===== config.mk =====
export PLATFORM = sky130hd
export DESIGN_NAME = bcd_arbiter
export DESIGN_NICKNAME = d
export VERILOG_FILES = /design/src/rtl/bcd_arb_pkg.sv /design/src/rtl/bcd_arbiter_rr_pick.sv /design/src/rtl/bcd_arbiter.sv
export SDC_FILE = /design/constraint.sdc
export NUM_CORES = 1
export LEC_CHECK = 0
export ABC_AREA = 1
export BUFFER_PORTS_ARGS = -buffer_cell sky130_fd_sc_hd__buf_2
export CAP_MARGIN = 20
export CORE_AREA = 2 2 78 80
export CTS_CLUSTER_SIZE = 14
export DETAILED_ROUTE_END_ITERATION = 8
export DIE_AREA = 0 0 80 82
export PLACE_DENSITY_LB_ADDON = 0.15
export SYNTH_ARGS = -nofsm -noshare
export SYNTH_HDL_FRONTEND = slang
export SYNTH_SLANG_ARGS = --single-unit

===== constraint.sdc =====
create_clock -name clk -period 3 [get_ports clk]
set_input_delay 0.15 -clock clk [delete_from_list [all_inputs] [get_ports clk]]
set_output_delay 0.15 -clock clk [all_outputs]
set_load 0.05 [all_outputs]

===== src/rtl/bcd_arb_pkg.sv =====
// Shared types, constants and digit helpers for the BCD converter arbiter.
package bcd_arb_pkg;

  localparam int unsigned BCD_VAL_W = 14;
  localparam logic [13:0] BCD_MAX   = 14'd9999;
  localparam logic [3:0]  BCD_BLANK = 4'hF;

  localparam logic [13:0] DIG_T1 = 14'd10;
  localparam logic [13:0] DIG_T2 = 14'd100;
  localparam logic [13:0] DIG_T3 = 14'd1000;

  typedef logic [2:0] state_t;
  localparam state_t S_IDLE      = 3'd0;
  localparam state_t S_ISSUE     = 3'd1;
  localparam state_t S_WAIT_BUSY = 3'd2;
  localparam state_t S_WAIT_DONE = 3'd3;
  localparam state_t S_PUBLISH   = 3'd4;

  function automatic logic [2:0] digit_count(input logic [13:0] v);
    if (v < DIG_T1)      return 3'd1;
    else if (v < DIG_T2) return 3'd2;
    else if (v < DIG_T3) return 3'd3;
    else                 return 3'd4;
  endfunction

  // Positions above the most significant digit of v become the blank code.
  function automatic logic [15:0] blank_digits(input logic [15:0] d, input logic [13:0] v);
    logic [15:0] r;
    logic [2:0]  n;
    r = d;
    n = digit_count(v);
    for (int unsigned k = 1; k < 4; k++) begin
      if (3'(k) >= n) r[4*k +: 4] = BCD_BLANK;
    end
    return r;
  endfunction

endpackage


===== src/rtl/bcd_arbiter_rr_pick.sv =====
// Combinational round-robin picker: first set request above the last grant.
module rr_pick #(
  parameter int unsigned NREQ = 4
) (
  input  logic [NREQ-1:0] req,
  input  logic [1:0]      last,
  output logic            valid,
  output logic [1:0]      grant
);

  always_comb begin
    valid = 1'b0;
    grant = '0;
    for (int unsigned i = 1; i <= NREQ; i++) begin
      if (!valid && req[(32'(last) + i) % NREQ]) begin
        valid = 1'b1;
        grant = 2'((32'(last) + i) % NREQ);
      end
    end
  end

endmodule


===== src/rtl/bcd_arbiter.sv =====
// Round-robin arbiter sharing one sequential BCD converter among NREQ requesters.
// Define BCD_ARB_BLANK_EN for leading-zero blanking on res_digits.
module bcd_arbiter
  import bcd_arb_pkg::*;
#(
  parameter int unsigned NREQ = 4
) (
  input  logic                 clk,
  input  logic                 rst,
  input  logic [NREQ-1:0]      req,
  input  logic [NREQ*14-1:0]   req_value,
  output logic [NREQ-1:0]      ack,
  output logic                 res_valid,
  output logic [1:0]           res_id,
  output logic [15:0]          res_digits,
  output logic                 res_ovf,
  output logic                 busy,
  output logic                 conv_start,
  output logic [13:0]          conv_value,
  input  logic                 conv_ready,
  input  logic [3:0]           conv_a,
  input  logic [3:0]           conv_b,
  input  logic [3:0]           conv_c,
  input  logic [3:0]           conv_d
);

  state_t      state;
  logic [1:0]  ptr;
  logic [1:0]  gid;
  logic        ovf_q;
  logic        pick_valid;
  logic [1:0]  pick_id;
  logic [13:0] sel_value;
  logic [15:0] raw_digits;
  logic [15:0] shaped_digits;

  rr_pick #(.NREQ(NREQ)) u_pick (
    .req   (req),
    .last  (ptr),
    .valid (pick_valid),
    .grant (pick_id)
  );

  always_comb begin
    sel_value = '0;
    for (int unsigned i = 0; i < NREQ; i++) begin
      if (pick_id == 2'(i)) sel_value = req_value[14*i +: 14];
    end
  end

  assign raw_digits = {conv_d, conv_c, conv_b, conv_a};

`ifdef BCD_ARB_BLANK_EN
  assign shaped_digits = blank_digits(raw_digits, conv_value);
`else
  assign shaped_digits = raw_digits;
`endif

  always_ff @(posedge clk) begin
    if (rst) begin
      state      <= S_IDLE;
      ptr        <= 2'(NREQ - 1);
      gid        <= '0;
      ovf_q      <= 1'b0;
      conv_value <= '0;
      res_id     <= '0;
      res_digits <= 16'hFFFF;
      res_ovf    <= 1'b0;
    end else begin
      case (state)
        S_IDLE: begin
          if (conv_ready && pick_valid) begin
            gid <= pick_id;
            if (sel_value > BCD_MAX) begin
              conv_value <= BCD_MAX;
              ovf_q      <= 1'b1;
            end else begin
              conv_value <= sel_value;
              ovf_q      <= 1'b0;
            end
            state <= S_ISSUE;
          end
        end
        S_ISSUE:     state <= S_WAIT_BUSY;
        S_WAIT_BUSY: if (!conv_ready) state <= S_WAIT_DONE;
        S_WAIT_DONE: begin
          if (conv_ready) begin
            res_digits <= shaped_digits;
            res_id     <= gid;
            res_ovf    <= ovf_q;
            state      <= S_PUBLISH;
          end
        end
        S_PUBLISH: begin
          ptr   <= gid;
          state <= S_IDLE;
        end
        default: state <= S_IDLE;
      endcase
    end
  end

  assign busy       = (state != S_IDLE);
  assign conv_start = (state == S_ISSUE);
  assign res_valid  = (state == S_PUBLISH);

  always_comb begin
    ack = '0;
    for (int unsigned i = 0; i < NREQ; i++) begin
      ack[i] = res_valid && (gid == 2'(i));
    end
  end

endmodule


==> results of run 1 <==
## area by class of cell
class	count	area share, %
clock inverter	3	0.592
tap	75	3.17
sequential	41	27.7
timing repair buffer	120	20.5
multi-input combinational	258	41.5
inverter	33	4.19
clock buffer	5	2.33
## flip-flops by register name, indices dropped and copies added (netlist names)
name	flops
res_digits	16
gid	2
state	3
ovf_q	1
res_ovf	1
conv_value	14
res_id	2
ptr	2
## metal layers
metal | vias up | GRT usage (%) | share of wire [%]
met3 | 7 | 6.48 | 9.4
li1 | 1343 | - | -
met1 | 1125 | 23.7 | 42
met2 | 95 | 35.1 | 47
met5 | - | 0 | 0
met4 | 0 | 6.10 | 0.95
## cells by family (layout without fill, tap and decap cells)
| group | Yosys count | in the layout | synth area share (%) |
|---|---|---|---|
| AO/OA/AOI/OAI | 52 | 52 | 13.7 |
| buffers and inverters | 44 | 161 | 8.27 |
| flip-flops | 41 | 41 | 36.9 |
| multiplexers | 1 | 1 | 0.450 |
| AND/OR/NAND/NOR | 205 | 205 | 40.7 |
## power breakdown
| part | leakage, nW | switching, mW | internal (mW) |
|---|---|---|---|
| sequential | 0.335 | 0.0403 | 0.605 |
| combinational | 1.23 | 0.439 | 0.175 |
| clock | 0.0439 | 0.193 | 0.161 |
## per-stage QoR
step,utilization (%),power (mW),instances
after global routing,51.5,1.72,535
after floorplan,-,1.10,343
after global placement,49.9,1.27,527
after detailed placement,49.9,1.27,527
after CTS,51.4,1.63,535
final,51.5,1.61,535
## worst min-delay path by stage
stage / start / end / slack (ns) / cells after the start
final: conv_d[2] / res_digits[14]$_SDFFE_PP1P_ / 0.06 / 3
after global routing: conv_b[2] / res_digits[6]$_SDFFE_PP1P_ / 0.06 / 3
after CTS: conv_d[2] / res_digits[14]$_SDFFE_PP1P_ / 0.05 / 3
after detailed placement: conv_d[2] / res_digits[14]$_SDFFE_PP1P_ / 0.36 / 3
after global placement: conv_b[3] / res_digits[7]$_SDFFE_PP1P_ / 0.36 / 3
after floorplan: conv_a[0] / res_digits[0]$_SDFFE_PP1P_ / 0.28 / 2
## Yosys cell counts, types with 7 or more instances
cell type	number
nand2_1	120
dfxtp_1	41
nand3_1	32
inv_1	29
nor2_1	23
o21ai_0	20
a21oi_1	18
nand4_1	8
clkbuf_1	7
nand2_2	7
## worst max-delay path, delay by kind of cell, from the launching register on
kind,cells,cell delay [ns]
buf+inv,2,0.31
simple gates,13,1.46
flops,1,0.44
compound gates,3,0.35
==> metrics.yaml, run 1 <==
ys_ff_latch: 41
syn_inst: 343
ys_top_cells_by_area: "dfxtp_1, nand2_1, nand3_1"
final.setup.tns_ns: 0
clk_path_buf_depth: 2
post_cts_buffers: 0
endpoint: "conv_value[5]$_SDFFE_PP0P_"
multiInputGateArea_sq_mm: 0.00123
grt_pass1_wl_um: 10500
ant_nets: 0
num_rows: 28
cp_max_fo: 18
stdcell_area_sq_mm: 0.00296
cts_hold_buffers: 0
crit_slowest_cell: "dfxtp_1"
p_leak_nw: 1.61
start_kind: "flop"
finalSetupViolCount: 0
wl_um: 6640
reg2reg_slack_ns: 0.33
startpoint: "ptr[0]$_SDFFE_PP1P_"
mostFrequentLayoutCells: "nand2_1, buf_2, dfxtp_1"
yosysUniqueCellTypes: 36
via_count: 2570
cp.required_ns: 3.19
cp_cell_sequence: "inv_2 > nand2_1 > nand2_1 > nand2_1 > a21boi_2 > nand2_1 > nor2_4 > nand2_1 > inv_1 > nand2_1 > nand2_1 > o21ai_1 > nand3_1 > nor2_1 > nand2_1 > nand2_2 > nand2_1 > a21oi_1"
maxClockFrequency_ghz: 0.374
status: "finished clean"
drt_drc_violations_left: 0
place_area_sq_mm: 0.00287
yosysSeqAreaShare_pct: 36.9
layout.nets: 538
min_path_type: "input pin to flop"
routedWlPerCell_um: 12.4
drt_pre_antenna_iters: 4
hold_violations: 0
crit_top_cell: "nand2_1"
fin_skew_ns: 0.00555
yosysTopAreaCellShare_pct: 36.9
syn-mean-instance-area_sq_um: 6.48
grt_max_degree: 35
gp_congestion: 0.923
ys_warn_count: 0
drv_cap: 0
reg2reg_from: "ptr[0]$_SDFFE_PP1P_"
max-vdd-ir-drop_mv: 0.297
synthesis.area_sq_mm: 0.00222
min_period_ns: 2.67
cts_tree: "built"
synthFlopType: "dfxtp_1"
slowest_delay_ns: 0.44
grt_use_total_pct: 20.2
criticalPathCategory: "flop to flop"
worstMarginPinSlew_ns: 0.980
numClockSinks: 41
ff_latch_area_sq_um: 821
syn_nets: 422
worst_setup_path_end_kind: "flop"
drive_gt1_share_pct: 32.6
drv_slew: 0
first_iter_violations: 93
syn_to_final_growth_pct: 33.1
dp_hpwl_um: 5100
r2r_end: "conv_value[5]$_SDFFE_PP0P_"
synth_edf_count: 0
fillers: 632
antenna_found_initial: 0
vias_per_cell: 4.80
fp.dieW_um: 80
start_util_pct: 38.7
clk_pin_slew_ns: 0.08
gr-total-overflow: 0
die_h_um: 82
insertion_delay_ns: 0.29
diodes: 0
fin_crit_sh_pct: 89.1
rsz0062_at_grt: "false"
pre_cts_slack_ns: 0.302
max_slew_margin_pct: 34.6
core_area_sq_mm: 0.00575
fin_hold_ws_ns: 0.0630
clockRootBuffer: "clkbuf_8"
ctsResizeCount: 0
worst_slack_ns: 0.326
die-area_sq_mm: 0.00656
final_common_cell: "nand2_1"
htreeDepth: 2
synthArstFlopShare_pct: 0
numCtsBuffers: 5
ios: 119
arrival_ns: 2.86
reg2reg_depth: 18
power-per-cell-area_mw_per_mm2: 545
grt_pass1_vias: 2361
post-synth-top-area-cell: "dfxtp_1"
port_buffers: 118
(Power assumes the default switching activity.)
==> run 2, diff against run 1 <==
GPL_TIMING_DRIVEN = 0   (was unset)
==> run 2 against run 1 <==
  * Clock power rose by 1%
  * Count of clock-buffer cells in the layout rose by 1
  * Utilization rose by 0.94 points
  * Largest cell class unchanged
==> metrics.yaml, run 2 (synthesis gave the netlist of run 1 again) <==
status: "finished clean"  # unchanged
syn_to_final_growth_pct: 35.5  # was 33.1%
min_from: "conv_a[1]"  # was conv_d[2]
fin_hold_ws_ns: 0.0609  # was 0.0630 ns
first_iter_violations: 87  # was 93
cts_hold_buffers: 0  # unchanged
via_count: 2608  # was 2570
cts_tree: "built"  # unchanged
p_total_mw: 1.63  # was 1.61 mW
largestRegisters: "res_digits: 16 flops, conv_value: 14 flops, state: 3 flops"  # unchanged
met2WireLength_um: 3150  # about the same
clk_path_buf_depth: 2  # unchanged
arrival_ns: 2.81  # was 2.86 ns
drive_gt1_share_pct: 32.4  # was 32.6%
mostFrequentLayoutCells: "nand2_1, buf_2, dfxtp_1"  # unchanged
top_layer: "met4"  # unchanged
power-per-cell-area_mw_per_mm2: 542  # was 545 mW/mm^2
insertion_delay_ns: 0.29  # about the same
min_period_ns: 2.58  # was 2.67 ns
dpl.cell_count: 535  # was 527
drt_drc_violations_left: 0  # unchanged
largest_reg_flops: 16  # unchanged
grt_use_total_pct: 20.2  # about the same
p_leak_nw: 1.62  # was 1.61 nW
port_buffers: 117  # was 118
num_rows: 28  # unchanged
start_kind: "flop"  # unchanged
gr-total-overflow: 0  # unchanged
drt_pre_antenna_iters: 4  # unchanged
pre_cts_slack_ns: 0.326  # was 0.302 ns
stdcell_area_sq_mm: 0.00301  # was 0.00296 sq mm
dp_hpwl_um: 5260  # was 5100 um
ios: 119  # unchanged
fin_crit_sh_pct: 86.1  # was 89.1%
layout.nets: 547  # was 538
clk_pin_slew_ns: 0.08  # about the same
cp_max_fo: 10  # was 18
drv_slew: 0  # unchanged
start_util_pct: 38.7  # unchanged
routedWlPerCell_um: 12.3  # was 12.4 um
top_register: "res_digits"  # unchanged
worst_setup_path_end_kind: "flop"  # unchanged
fin_util_pct: 52.4  # was 51.5%
criticalPathCategory: "flop to flop"  # unchanged
fp.dieW_um: 80  # unchanged
max-vdd-ir-drop_mv: 0.298  # was 0.297 mV
core_area_sq_mm: 0.00575  # unchanged
grt_max_degree: 14  # was 35
fin_cells: 544  # was 535
wl_um: 6690  # was 6640 um
max_slew_margin_pct: 65.8  # was 34.6%
drv_cap: 0  # unchanged
place_area_sq_mm: 0.00291  # was 0.00287 sq mm
whs_endpoint: "res_digits[1]$_SDFFE_PP1P_"  # was res_digits[14]$_SDFFE_PP1P_
grt_pass1_vias: 2328  # was 2361
hold_depth: 3  # unchanged
rsz0062_at_grt: "false"  # unchanged
grt_pass1_wl_um: 10400  # was 10500 um
hold_violations: 0  # unchanged
gp_congestion: 0.838  # was 0.923
htreeDepth: 2  # unchanged
finalSetupViolCount: 0  # unchanged
met3_length_um: 504  # was 622 um
reg2reg_from: "ptr[1]$_SDFFE_PP1P_"  # was ptr[0]$_SDFFE_PP1P_
worst_slack_ns: 0.416  # was 0.326 ns
fin_skew_ns: 0.00300  # was 0.00555 ns
reg2reg_slack_ns: 0.42  # was 0.33 ns
diodes: 0  # unchanged
clockRootBuffer: "clkbuf_8"  # unchanged
antenna_found_initial: 0  # unchanged
min_path_type: "input pin to flop"  # unchanged
numClockSinks: 41  # unchanged
vias_per_cell: 4.79  # was 4.80
reg2reg_depth: 19  # was 18
cp.required_ns: 3.22  # was 3.19 ns
die_h_um: 82  # unchanged
r2r_end: "conv_value[12]$_SDFFE_PP0P_"  # was conv_value[5]$_SDFFE_PP0P_
final_common_cell: "nand2_1"  # unchanged
final.setup.tns_ns: 0  # unchanged
die-area_sq_mm: 0.00656  # unchanged
numCtsBuffers: 5  # unchanged
worstMarginPinSlew_ns: 0.511  # was 0.980 ns
maxClockFrequency_ghz: 0.387  # was 0.374 GHz
wl_met1_um: 2950  # was 2800 um
ant_nets: 0  # unchanged
==> run 2: cell count changes in the layout (fill, tap and decap cells not counted), sizes merged <==
cell	change
clkbuf	+8
buf	+2
clkinv	-2
clkinvlp	+2
inv	-1
==> run 2: cell type report <==
class | instances | area [sq um]
Buffer | 11 | 60.1
Clock buffer | 6 | 72.6
Clock inverter | 2 | 15.0
Fill cell | 640 | 2730
Inverter | 33 | 128
Multi-Input combinational cell | 258 | 1230
Sequential cell | 41 | 822
Tap cell | 75 | 93.8
Timing Repair Buffer | 118 | 593
==> run 2: worst max-delay path, stage by stage (launching register included) <==
cell and delay, ns:
dfxtp_1 0.44, inv_2 0.10, nand2_1 0.08, nand2_2 0.07, nand2_2 0.08, nand2_2 0.06
nor2_2 0.11, nand3_2 0.11, nand2_2 0.15, nand2_4 0.12, nor2_4 0.22, inv_1 0.09
o21ai_1 0.19, nand3_1 0.09, nor2_1 0.11, nand2_1 0.07, nand2_2 0.09, buf_6 0.15
nand2_1 0.06, a21oi_1 0.11
==> run 2: how the worst max path moves through the flow <==
stage	slack, ns	start	to
5_1_grt	0.03	ptr[1]$_SDFFE_PP1P_	conv_value[12]$_SDFFE_PP0P_
4_1_cts	0.27	ptr[0]$_SDFFE_PP1P_	conv_value[12]$_SDFFE_PP0P_
3_3_place_gp	0.36	ptr[0]$_SDFFE_PP1P_	conv_value[7]$_SDFFE_PP0P_
6_report	0.42	ptr[1]$_SDFFE_PP1P_	conv_value[12]$_SDFFE_PP0P_
3_5_place_dp	0.33	ptr[0]$_SDFFE_PP1P_	conv_value[12]$_SDFFE_PP0P_
2_1_floorplan	0.46	state[2]$_SDFFE_PP0P_	ack[0]
==> run 2: what timing repair did <==
action	in CTS	in global routing
resized for setup	0	3
setup endpoints to repair	0	2
setup buffers	0	1
==> run 2: routing by layer <==
layer,vias to the layer above,GRT usage [%]
met1,1148,25.1
met5,-,0
li1,1360,-
met4,0,5.25
met2,92,35.1
met3,8,4.95
==> run 2: where the power goes <==
| group | switching [mW] | total (mW) | internal (mW) |
|---|---|---|---|
| clock network | 0.193 | 0.357 | 0.164 |
| logic | 0.448 | 0.633 | 0.185 |
| registers | 0.0373 | 0.643 | 0.605 |
| total | 0.678 | 1.63 | 0.955 |
